$ cat src/rtl/store_queue.sv
// store_queue: in-order store buffer between the store execution unit and memory.
// Entries sit in a circular FIFO indexed by three pointers, each one bit wider
// than the index:
//   head  oldest entry (the next write to memory)
//   cmt   first uncommitted entry
//   tail  next free slot
// Slots in [head,cmt) are committed and drain to memory one per cycle.
// Slots in [cmt,tail) are pending until the ROB commits them, or until a flush
// discards them.
// Ports:
//   clk, rst                  clock; asynchronous active-high reset
//   store_*                   enqueue request: address, data, funct3, ROB tag
//   commit_valid/commit_rob_id  ROB commit event
//   flush                     drop all pending (uncommitted) stores
//   mem_we/waddr/wdata/wstrb  write request for the head entry
//   mem_ready                 memory accepts the write this cycle
//   load_addr/load_conflict   word-granular overlap probe for loads
//   sq_full/sq_empty/sq_count occupancy, derived from registered pointers
module store_queue #(
  parameter int ADDR_WIDTH = 32,
  parameter int DATA_WIDTH = 32,
  parameter int ROB_WIDTH  = 5,
  parameter int DEPTH      = 8
) (
  input  logic                      clk,
  input  logic                      rst,
  input  logic                      store_valid,
  input  logic [ADDR_WIDTH-1:0]     store_waddr,
  input  logic [DATA_WIDTH-1:0]     store_wdata,
  input  logic [2:0]                store_funct3,
  input  logic [ROB_WIDTH-1:0]      store_rob_id,
  input  logic                      commit_valid,
  input  logic [ROB_WIDTH-1:0]      commit_rob_id,
  input  logic                      flush,
  output logic                      mem_we,
  output logic [ADDR_WIDTH-1:0]     mem_waddr,
  output logic [DATA_WIDTH-1:0]     mem_wdata,
  output logic [DATA_WIDTH/8-1:0]   mem_wstrb,
  input  logic                      mem_ready,
  input  logic [ADDR_WIDTH-1:0]     load_addr,
  output logic                      load_conflict,
  output logic                      sq_full,
  output logic                      sq_empty,
  output logic [$clog2(DEPTH):0]    sq_count
);

  localparam int IW = $clog2(DEPTH);
  localparam int PW = IW + 1;
  localparam int SW = DATA_WIDTH / 8;

  // Entry payload; not reset, validity comes from the pointers alone.
  logic [ADDR_WIDTH-1:0] e_addr [DEPTH];
  logic [DATA_WIDTH-1:0] e_data [DEPTH];
  logic [SW-1:0]         e_strb [DEPTH];
  logic [ROB_WIDTH-1:0]  e_rob  [DEPTH];

  logic [PW-1:0] head, cmt, tail;
  logic [PW-1:0] cmt_next, tail_next, count;
  logic [IW-1:0] head_idx, cmt_idx, tail_idx, offs;
  logic [3:0]    strb4;
  logic [SW-1:0] strb_in;
  logic          has_committed, drain, enq, commit_ok;

  assign head_idx = head[IW-1:0];
  assign cmt_idx  = cmt[IW-1:0];
  assign tail_idx = tail[IW-1:0];

  assign count    = tail - head;
  assign sq_count = count;
  assign sq_full  = (count == PW'(DEPTH));
  assign sq_empty = (count == '0);

  always_comb begin
    strb4 = '0;
    case (store_funct3)
      3'b000:  strb4 = 4'b0001 << store_waddr[1:0];
      3'b001:  strb4 = store_waddr[1] ? 4'b1100 : 4'b0011;
      3'b010:  strb4 = 4'b1111;
      default: strb4 = '0;
    endcase
    strb_in = SW'(strb4);
  end

  assign has_committed = (head != cmt);
  assign drain         = has_committed && mem_ready;
  // Full is judged on the registered count, so a same-cycle drain cannot make room.
  assign enq           = store_valid && !sq_full && !flush;
  // Commit compares against pre-edge contents; an entry enqueued this cycle is not visible.
  assign commit_ok     = commit_valid && (cmt != tail) && (commit_rob_id == e_rob[cmt_idx]);

  // Flush truncates to the post-commit cmt so a same-cycle commit survives.
  assign cmt_next  = cmt + PW'(commit_ok);
  assign tail_next = flush ? cmt_next : tail + PW'(enq);

  always_ff @(posedge clk or posedge rst) begin
    if (rst) begin
      head <= '0;
      cmt  <= '0;
      tail <= '0;
    end else begin
      head <= head + PW'(drain);
      cmt  <= cmt_next;
      tail <= tail_next;
    end
  end

  always_ff @(posedge clk) begin
    if (enq) begin
      e_addr[tail_idx] <= store_waddr;
      e_data[tail_idx] <= store_wdata;
      e_strb[tail_idx] <= strb_in;
      e_rob[tail_idx]  <= store_rob_id;
    end
  end

  always_comb begin
    mem_we    = has_committed;
    mem_waddr = '0;
    mem_wdata = '0;
    mem_wstrb = '0;
    if (has_committed) begin
      mem_waddr = e_addr[head_idx];
      mem_wdata = e_data[head_idx];
      mem_wstrb = e_strb[head_idx];
    end
  end

  // A slot is live when its distance from head (mod DEPTH) is below the occupancy.
  always_comb begin
    load_conflict = 1'b0;
    offs          = '0;
    for (int unsigned i = 0; i < DEPTH; i++) begin
      offs = IW'(i) - head_idx;
      if ((PW'(offs) < count) &&
          (e_addr[i][ADDR_WIDTH-1:2] == load_addr[ADDR_WIDTH-1:2]))
        load_conflict = 1'b1;
    end
  end

endmodule

$ cat config.mk
export PLATFORM = sky130hd
export DESIGN_NAME = store_queue
export DESIGN_NICKNAME = d
export VERILOG_FILES = /design/src/rtl/store_queue.sv
export SDC_FILE = /design/constraint.sdc
export NUM_CORES = 1
export LEC_CHECK = 0
export ABC_AREA = 0
export CELL_PAD_IN_SITES_DETAIL_PLACEMENT = 1
export CELL_PAD_IN_SITES_GLOBAL_PLACEMENT = 2
export CORE_MARGIN = 1
export CORE_UTILIZATION = 40
export CTS_BUF_LIST = sky130_fd_sc_hd__clkbuf_8
export CTS_CLUSTER_SIZE = 20
export DETAILED_ROUTE_END_ITERATION = 12
export PLACE_DENSITY = 0.78
export SKIP_LAST_GASP = 1
export SYNTH_ARGS = -nofsm -noshare
export SYNTH_HDL_FRONTEND = slang
export SYNTH_SLANG_ARGS = --single-unit
$ cat constraint.sdc
create_clock -name clk -period 8.4 [get_ports clk]
set_input_delay 2.1 -clock clk [delete_from_list [all_inputs] [get_ports clk]]
set_output_delay 2.1 -clock clk [all_outputs]
set_load 0.05 [all_outputs]
---- Word-level counts from Yosys, hierarchy flattened ----
Memories as Yosys holds them, arrays and structs flattened.
Index checks and enable logic that the tools add are counted.
cells by class
  $add $sub $neg .......................... 12
  multiply operators ...................... 0
  divide/modulo/power cells ............... 0
  order comparisons ....................... 8
  eq/ne operators ......................... 14
  shifts and indexed selects .............. 1
  muxes and demuxes ....................... 16
  bitwise logic cells ..................... 0
  reductions and logical operators ........ 17
operators by type and width
  operator                                                                number
  30-bit equality test                                                    8
  32-bit 2-to-1 mux                                                       2
  3-bit by 4-bit < comparator with 1-bit output                           8
  1-bit logical AND                                                       13
  4-bit by 1-bit adder with 4-bit output                                  3
  4-bit 2-to-1 mux                                                        3
  4-bit one-hot mux with 3 select lines                                   1
  3-bit subtractor (first input constant)                                 4
  1-bit 2-to-1 mux                                                        10
  4-bit inequality test                                                   2
  1-bit by 3-bit subtractor with 3-bit output (first input constant)      2
  2-bit by 3-bit subtractor with 3-bit output (first input constant)      2
  5-bit equality test                                                     1
  4-bit equality test (second input constant)                             1
  4-bit logical NOT                                                       1
  1-bit by 2-bit << shifter with 4-bit output (first input constant)      1
  4-bit subtractor                                                        1
  3-bit by 1-bit equality test with 1-bit output (second input constant)  1
  3-bit by 2-bit equality test with 1-bit output (second input constant)  1
  3-bit logical NOT                                                       1
  1-bit logical NOT                                                       2
word-level totals
  register bits after elaboration ......... 12
  latch bits .............................. 0
  RAM bits ................................ 584
  memory bits (read-only) ................. 0
  word-level logic and storage cells ...... 75
  memories ................................ 4
memory list
  memory  depth  width  read ports  clocked after memory_dff  wr ports  line  RTL
  e_addr  8      32     9           0                         1         52    logic [ADDR_WIDTH-1:0] e_addr [DEPTH];
  e_data  8      32     1           0                         1         53    logic [DATA_WIDTH-1:0] e_data [DEPTH];
  e_rob   8      5      1           0                         1         55    logic [ROB_WIDTH-1:0] e_rob [DEPTH];
  e_strb  8      4      1           0                         1         54    logic [SW-1:0] e_strb [DEPTH];

---- Longest topological paths before layout ----
  word-level depth ........................ 11
  mapped depth ............................ 12
  depth with buffers taken out ............ 11

---- Least setup slack after synthesis ----
No wires, ideal clock.
  kind .................................... register to register
  start point ............................. register head[1]
  end point ............................... memory e_addr[1][0] (enable)
  setup time .............................. 0.594 ns
  data arrival time ....................... 7.390 ns
  slack ................................... 0.416 ns
  cell stages (with the launch flop) ...... 11
  period minus slack after synthesis ...... 7.984 ns
  cell sequence ........................... dfrtp_1 > buf_1 > buf_1 > inv_1 > ha_1 > a21oi_1 > o21bai_1 > xor2_1 > o211a_1 > nand2_1 > nor3_1
between the ends
  cells in the longest elaborated chain, start to end .. 7
ends and longest elaborated chain
  element                                 line  RTL
  from (decl)                             57    logic [PW-1:0] head, cmt, tail;
  from (signal assigned)                  101   head <= head + PW'(drain);
  4-bit subtractor                        68    assign count = tail - head;
  4-bit equality test                     70    assign sq_full = (count == PW'(DEPTH));
  1-bit logical NOT                       87    assign enq = store_valid && !sq_full && !flush;
  1-bit logical AND (2 in series)         87
  1-bit 2-to-1 mux                        108   if (enq) begin
  1-bit 2-to-1 mux (implied by the code)  109   e_addr[tail_idx] <= store_waddr;
  to (decl)                               52
Every way passes these cells.

---- Worst setup path in the final report ----
  start point ............................. input port load_addr[16]
  end point ............................... output port load_conflict
between the ends
  cells in the longest elaborated chain, start to end .. 10
  elaborated cells between the ends (all ways) .. 24
ends and longest elaborated chain
  element                         line  RTL
  from (decl)                     40    input logic [ADDR_WIDTH-1:0] load_addr,
  30-bit equality test            135   (e_addr[i][ADDR_WIDTH-1:2] == load_addr[ADDR_WIDTH-1:2]))
  1-bit logical AND               134   if ((PW'(offs) < count) &&
  1-bit 2-to-1 mux (7 in series)  134
  1-bit 2-to-1 mux *              134
  to (decl)                       41    output logic load_conflict,
Every way passes the cells marked *; elsewhere a longest branch is shown, timed or not.

==> run metrics <==
global routing's busiest layer met2; combinational family with the most area after synthesis multiplexers; Yosys Warn Count 0; power after layout 10.3 mW; sort of element at the start of the critical path input port; Post-Syn Instances 1489; Distinct cells, synth 35; FF-to-FF End e_data[0][27]$_DFFE_PP_; maximum resistive drop on vdd 0.244 mV; CTS H-tree lvls 3; antenna violations before repair 11; simple-gate share of the synthesized area 0.0487; outcome finished clean; global-route track usage on met2 0.360; sinks on the clock net 596; setup_tns 0 ps; unrepaired setup endpoints after global routing no; post-cts resize count 0; aggregate routed wire length 70100 µm; detail-routed via count per cell 5.39; number of max-slew violations in the final report 0; layout filler cell count 6177; Max-slew headroom 0.273; Leak Pwr 9.87 nW; Final Cycle Share 0.851; HPWL Detailed 42300 µm; Placement Setup Slack 1300 ps; global-route wire length before repair 103000 µm; arithmetic-cell share of the synthesized area counting full adders, half adders and majority gates 0.00878; top_reg_cell synth sky130_fd_sc_hd__edfxtp_1; area growth from synthesis to final layout 18.1%; final worst path period need 7140 ps; Power per Cell Area 337 nW/µm²; number of maximum-capacitance violations 0; Final setup violation count 0; Hold Path Stages 1; vias in the first global route 15500; kind of end point of the critical path primary output; Reg2Reg Depth 10; number of port buffers 188; Die W 257 µm; worst setup path end load_conflict; sequential cell area fraction in the yosys report 0.687; WL/cell 26.5 µm; clock skew 39.2 ps; DIE AREA 65900 µm²; total of flip-flops plus latches after synthesis 596; # DRC 0; maximum number of pins on one net before global-route repair 67; GR met1 Demand/Resource 0.279; TritonCTS clock tree built; achievable frequency 140 MHz; buffers from clock root to sink, at most 3; RD Place Congestion 0.818; final antenna-violating net count 0; core outline area 64200 µm²; Setup crit start load_addr[16]; CP max FO 8; number of enable flip-flop cells after synthesis 584; Required @ worst endpoint 6300 ps; Reg2Reg Setup Slack 3620 ps; master cell of the clock root buffer sky130_fd_sc_hd__clkbuf_8; vias after detailed routing 14300; classification of the worst-slack hold path flip-flop to flip-flop; total nets after synthesis 1621; PnR worst setup slack 1260 ps; hold_buf cts 0; DR pass1 iterations 4; hold_ws 541 ps; Final #Nets 1840; Worst Path Class, Setup input port to primary output; GRT Resource Usage Total 0.214; number of violations reported at the end of detailed-routing iteration 0 902; transition time at the pin with the least slew margin 1090 ps; Core Rows 93; final hold viol count 0; Synth Area in Compound Gates 0.0171; clock latency on the worst-skew pair 700 ps; placed cell count 2462; xor/xnor share of the synthesized area 0.0891; mapped cell area 25900 µm²; beginning of the worst register-to-register path head[2]$_DFF_PP0_; Synth async-reset ratio 0.0201; Post-Synthesis Mean Instance Area 17.4 µm²; met3 demand-to-capacity share in global routing 0.0445; I/O pin count 191; total clock buffers created by CTS 99; number of non-filler instances in the completed layout 2647; most frequent standard cell in the layout excluding fill and tap cells sky130_fd_sc_hd__edfxtp_1; Clk pin slew, worst setup/hold paths 60 ps; post-CTS setup repair buffer count 0; portion of netlist area occupied by mux cells 0.130; CP arrival 5040 ps; initial core utilization 0.404; fraction of final layout cells with drive strength greater than 1 0.167; total global routing overflow 0; DIE HEIGHT 257 µm; commonest cells after routing, fill and taps aside 584 x sky130_fd_sc_hd__edfxtp_1, 187 x sky130_fd_sc_hd__clkdlybuf4s50_1, 172 x sky130_fd_sc_hd__xnor2_1
## where the power goes
| part | switching, mW | leakage [nW] | internal (mW) |
|---|---|---|---|
| clock | 1.18 | 1.07 | 1.23 |
| combinational | 2.66 | 3.36 | 1.58 |
| sequential | 0.230 | 5.43 | 3.45 |
| total | 4.08 | 9.87 | 6.26 |
## worst min-delay path by stage
stage | from | endpoint | slack (ps)
final | head[3]$_DFF_PP0_ | head[3]$_DFF_PP0_ | 540
after global routing | head[3]$_DFF_PP0_ | head[3]$_DFF_PP0_ | 580
after CTS | head[3]$_DFF_PP0_ | head[3]$_DFF_PP0_ | 550
after detailed placement | head[3]$_DFF_PP0_ | head[3]$_DFF_PP0_ | 540
after global placement | head[3]$_DFF_PP0_ | head[3]$_DFF_PP0_ | 520
after floorplan | head[3]$_DFF_PP0_ | head[3]$_DFF_PP0_ | 500
## flip-flops by register name, summed over array words and instances, names as in the netlist
signal / flops
e_data: 256
head: 4
e_addr: 256
e_strb: 32
tail: 4
e_rob: 40
cmt: 4
## Yosys cell counts, types with 3 or more instances
library cell / instances / share of area
sky130_fd_sc_hd__o21ai_0: 4 / 0.00077
sky130_fd_sc_hd__nand2_1: 147 / 0.021
sky130_fd_sc_hd__nand4b_1: 3 / 0.0010
sky130_fd_sc_hd__buf_2: 34 / 0.0066
sky130_fd_sc_hd__xor2_1: 92 / 0.031
sky130_fd_sc_hd__clkbuf_1: 46 / 0.0067
sky130_fd_sc_hd__xnor2_1: 172 / 0.058
sky130_fd_sc_hd__mux4_1: 6 / 0.0061
sky130_fd_sc_hd__nand4_1: 55 / 0.013
sky130_fd_sc_hd__nor3_1: 10 / 0.0019
sky130_fd_sc_hd__edfxtp_1: 584 / 0.68
sky130_fd_sc_hd__buf_1: 3 / 0.00043
sky130_fd_sc_hd__nor4_1: 24 / 0.0058
sky130_fd_sc_hd__inv_1: 17 / 0.0025
sky130_fd_sc_hd__a21oi_1: 75 / 0.014
sky130_fd_sc_hd__nand3_1: 9 / 0.0017
sky130_fd_sc_hd__ha_1: 15 / 0.0072
sky130_fd_sc_hd__nor2_1: 14 / 0.0020
sky130_fd_sc_hd__mux4_2: 140 / 0.12
sky130_fd_sc_hd__buf_4: 3 / 0.00087
sky130_fd_sc_hd__mux2i_1: 5 / 0.0019
sky130_fd_sc_hd__dfrtp_1: 12 / 0.012
## final cells by class
type                       count  area (µm²)  area share
antenna                        4        10.0    0.000327
clock buffer                  99        1360      0.0445
clock inverter                82         488      0.0159
inverter                      18        67.6     0.00220
multi-input combinational    786        7690       0.251
sequential                   596       17800       0.582
tap                          855        1070      0.0349
timing repair buffer         207        2110      0.0688
## logic make-up (layout without fill, tap and decap cells)
| family | after synthesis | after routing |
|---|---|---|
| other | 0 | 4 |
| multiplexers | 153 | 153 |
| AO/OA/AOI/OAI | 85 | 85 |
| buffers and inverters | 107 | 406 |
| adder cells (fa/ha/maj) | 17 | 17 |
| flip-flops | 596 | 596 |
| XOR/XNOR | 264 | 264 |
| AND/OR/NAND/NOR | 267 | 267 |
## through the flow
step,util,area (µm²)
after detailed placement,0.448,28800
after global routing,0.477,30600
after global placement,0.448,28800
final,0.477,30700
after floorplan,-,25900
after CTS,0.477,30600
## worst max-delay path, stage by stage
cell and delay (ps):
sky130_fd_sc_hd__clkdlybuf4s50_1 680, sky130_fd_sc_hd__xnor2_1 540, sky130_fd_sc_hd__nand4_1 250, sky130_fd_sc_hd__nor4_1 580, sky130_fd_sc_hd__nand4_1 220, sky130_fd_sc_hd__a22oi_1 240
sky130_fd_sc_hd__nand3_1 100, sky130_fd_sc_hd__nand4_1 110, sky130_fd_sc_hd__buf_4 220
## per-layer routing
| metal | share of wire | wire length (µm) |
|---|---|---|
| met5 | 0.0013 | 93 |
| met4 | 0.021 | 1440 |
| met3 | 0.058 | 4050 |
| met2 | 0.50 | 35100 |
| met1 | 0.42 | 29400 |
No activity file was read; power rests on OpenSTA's default activity.
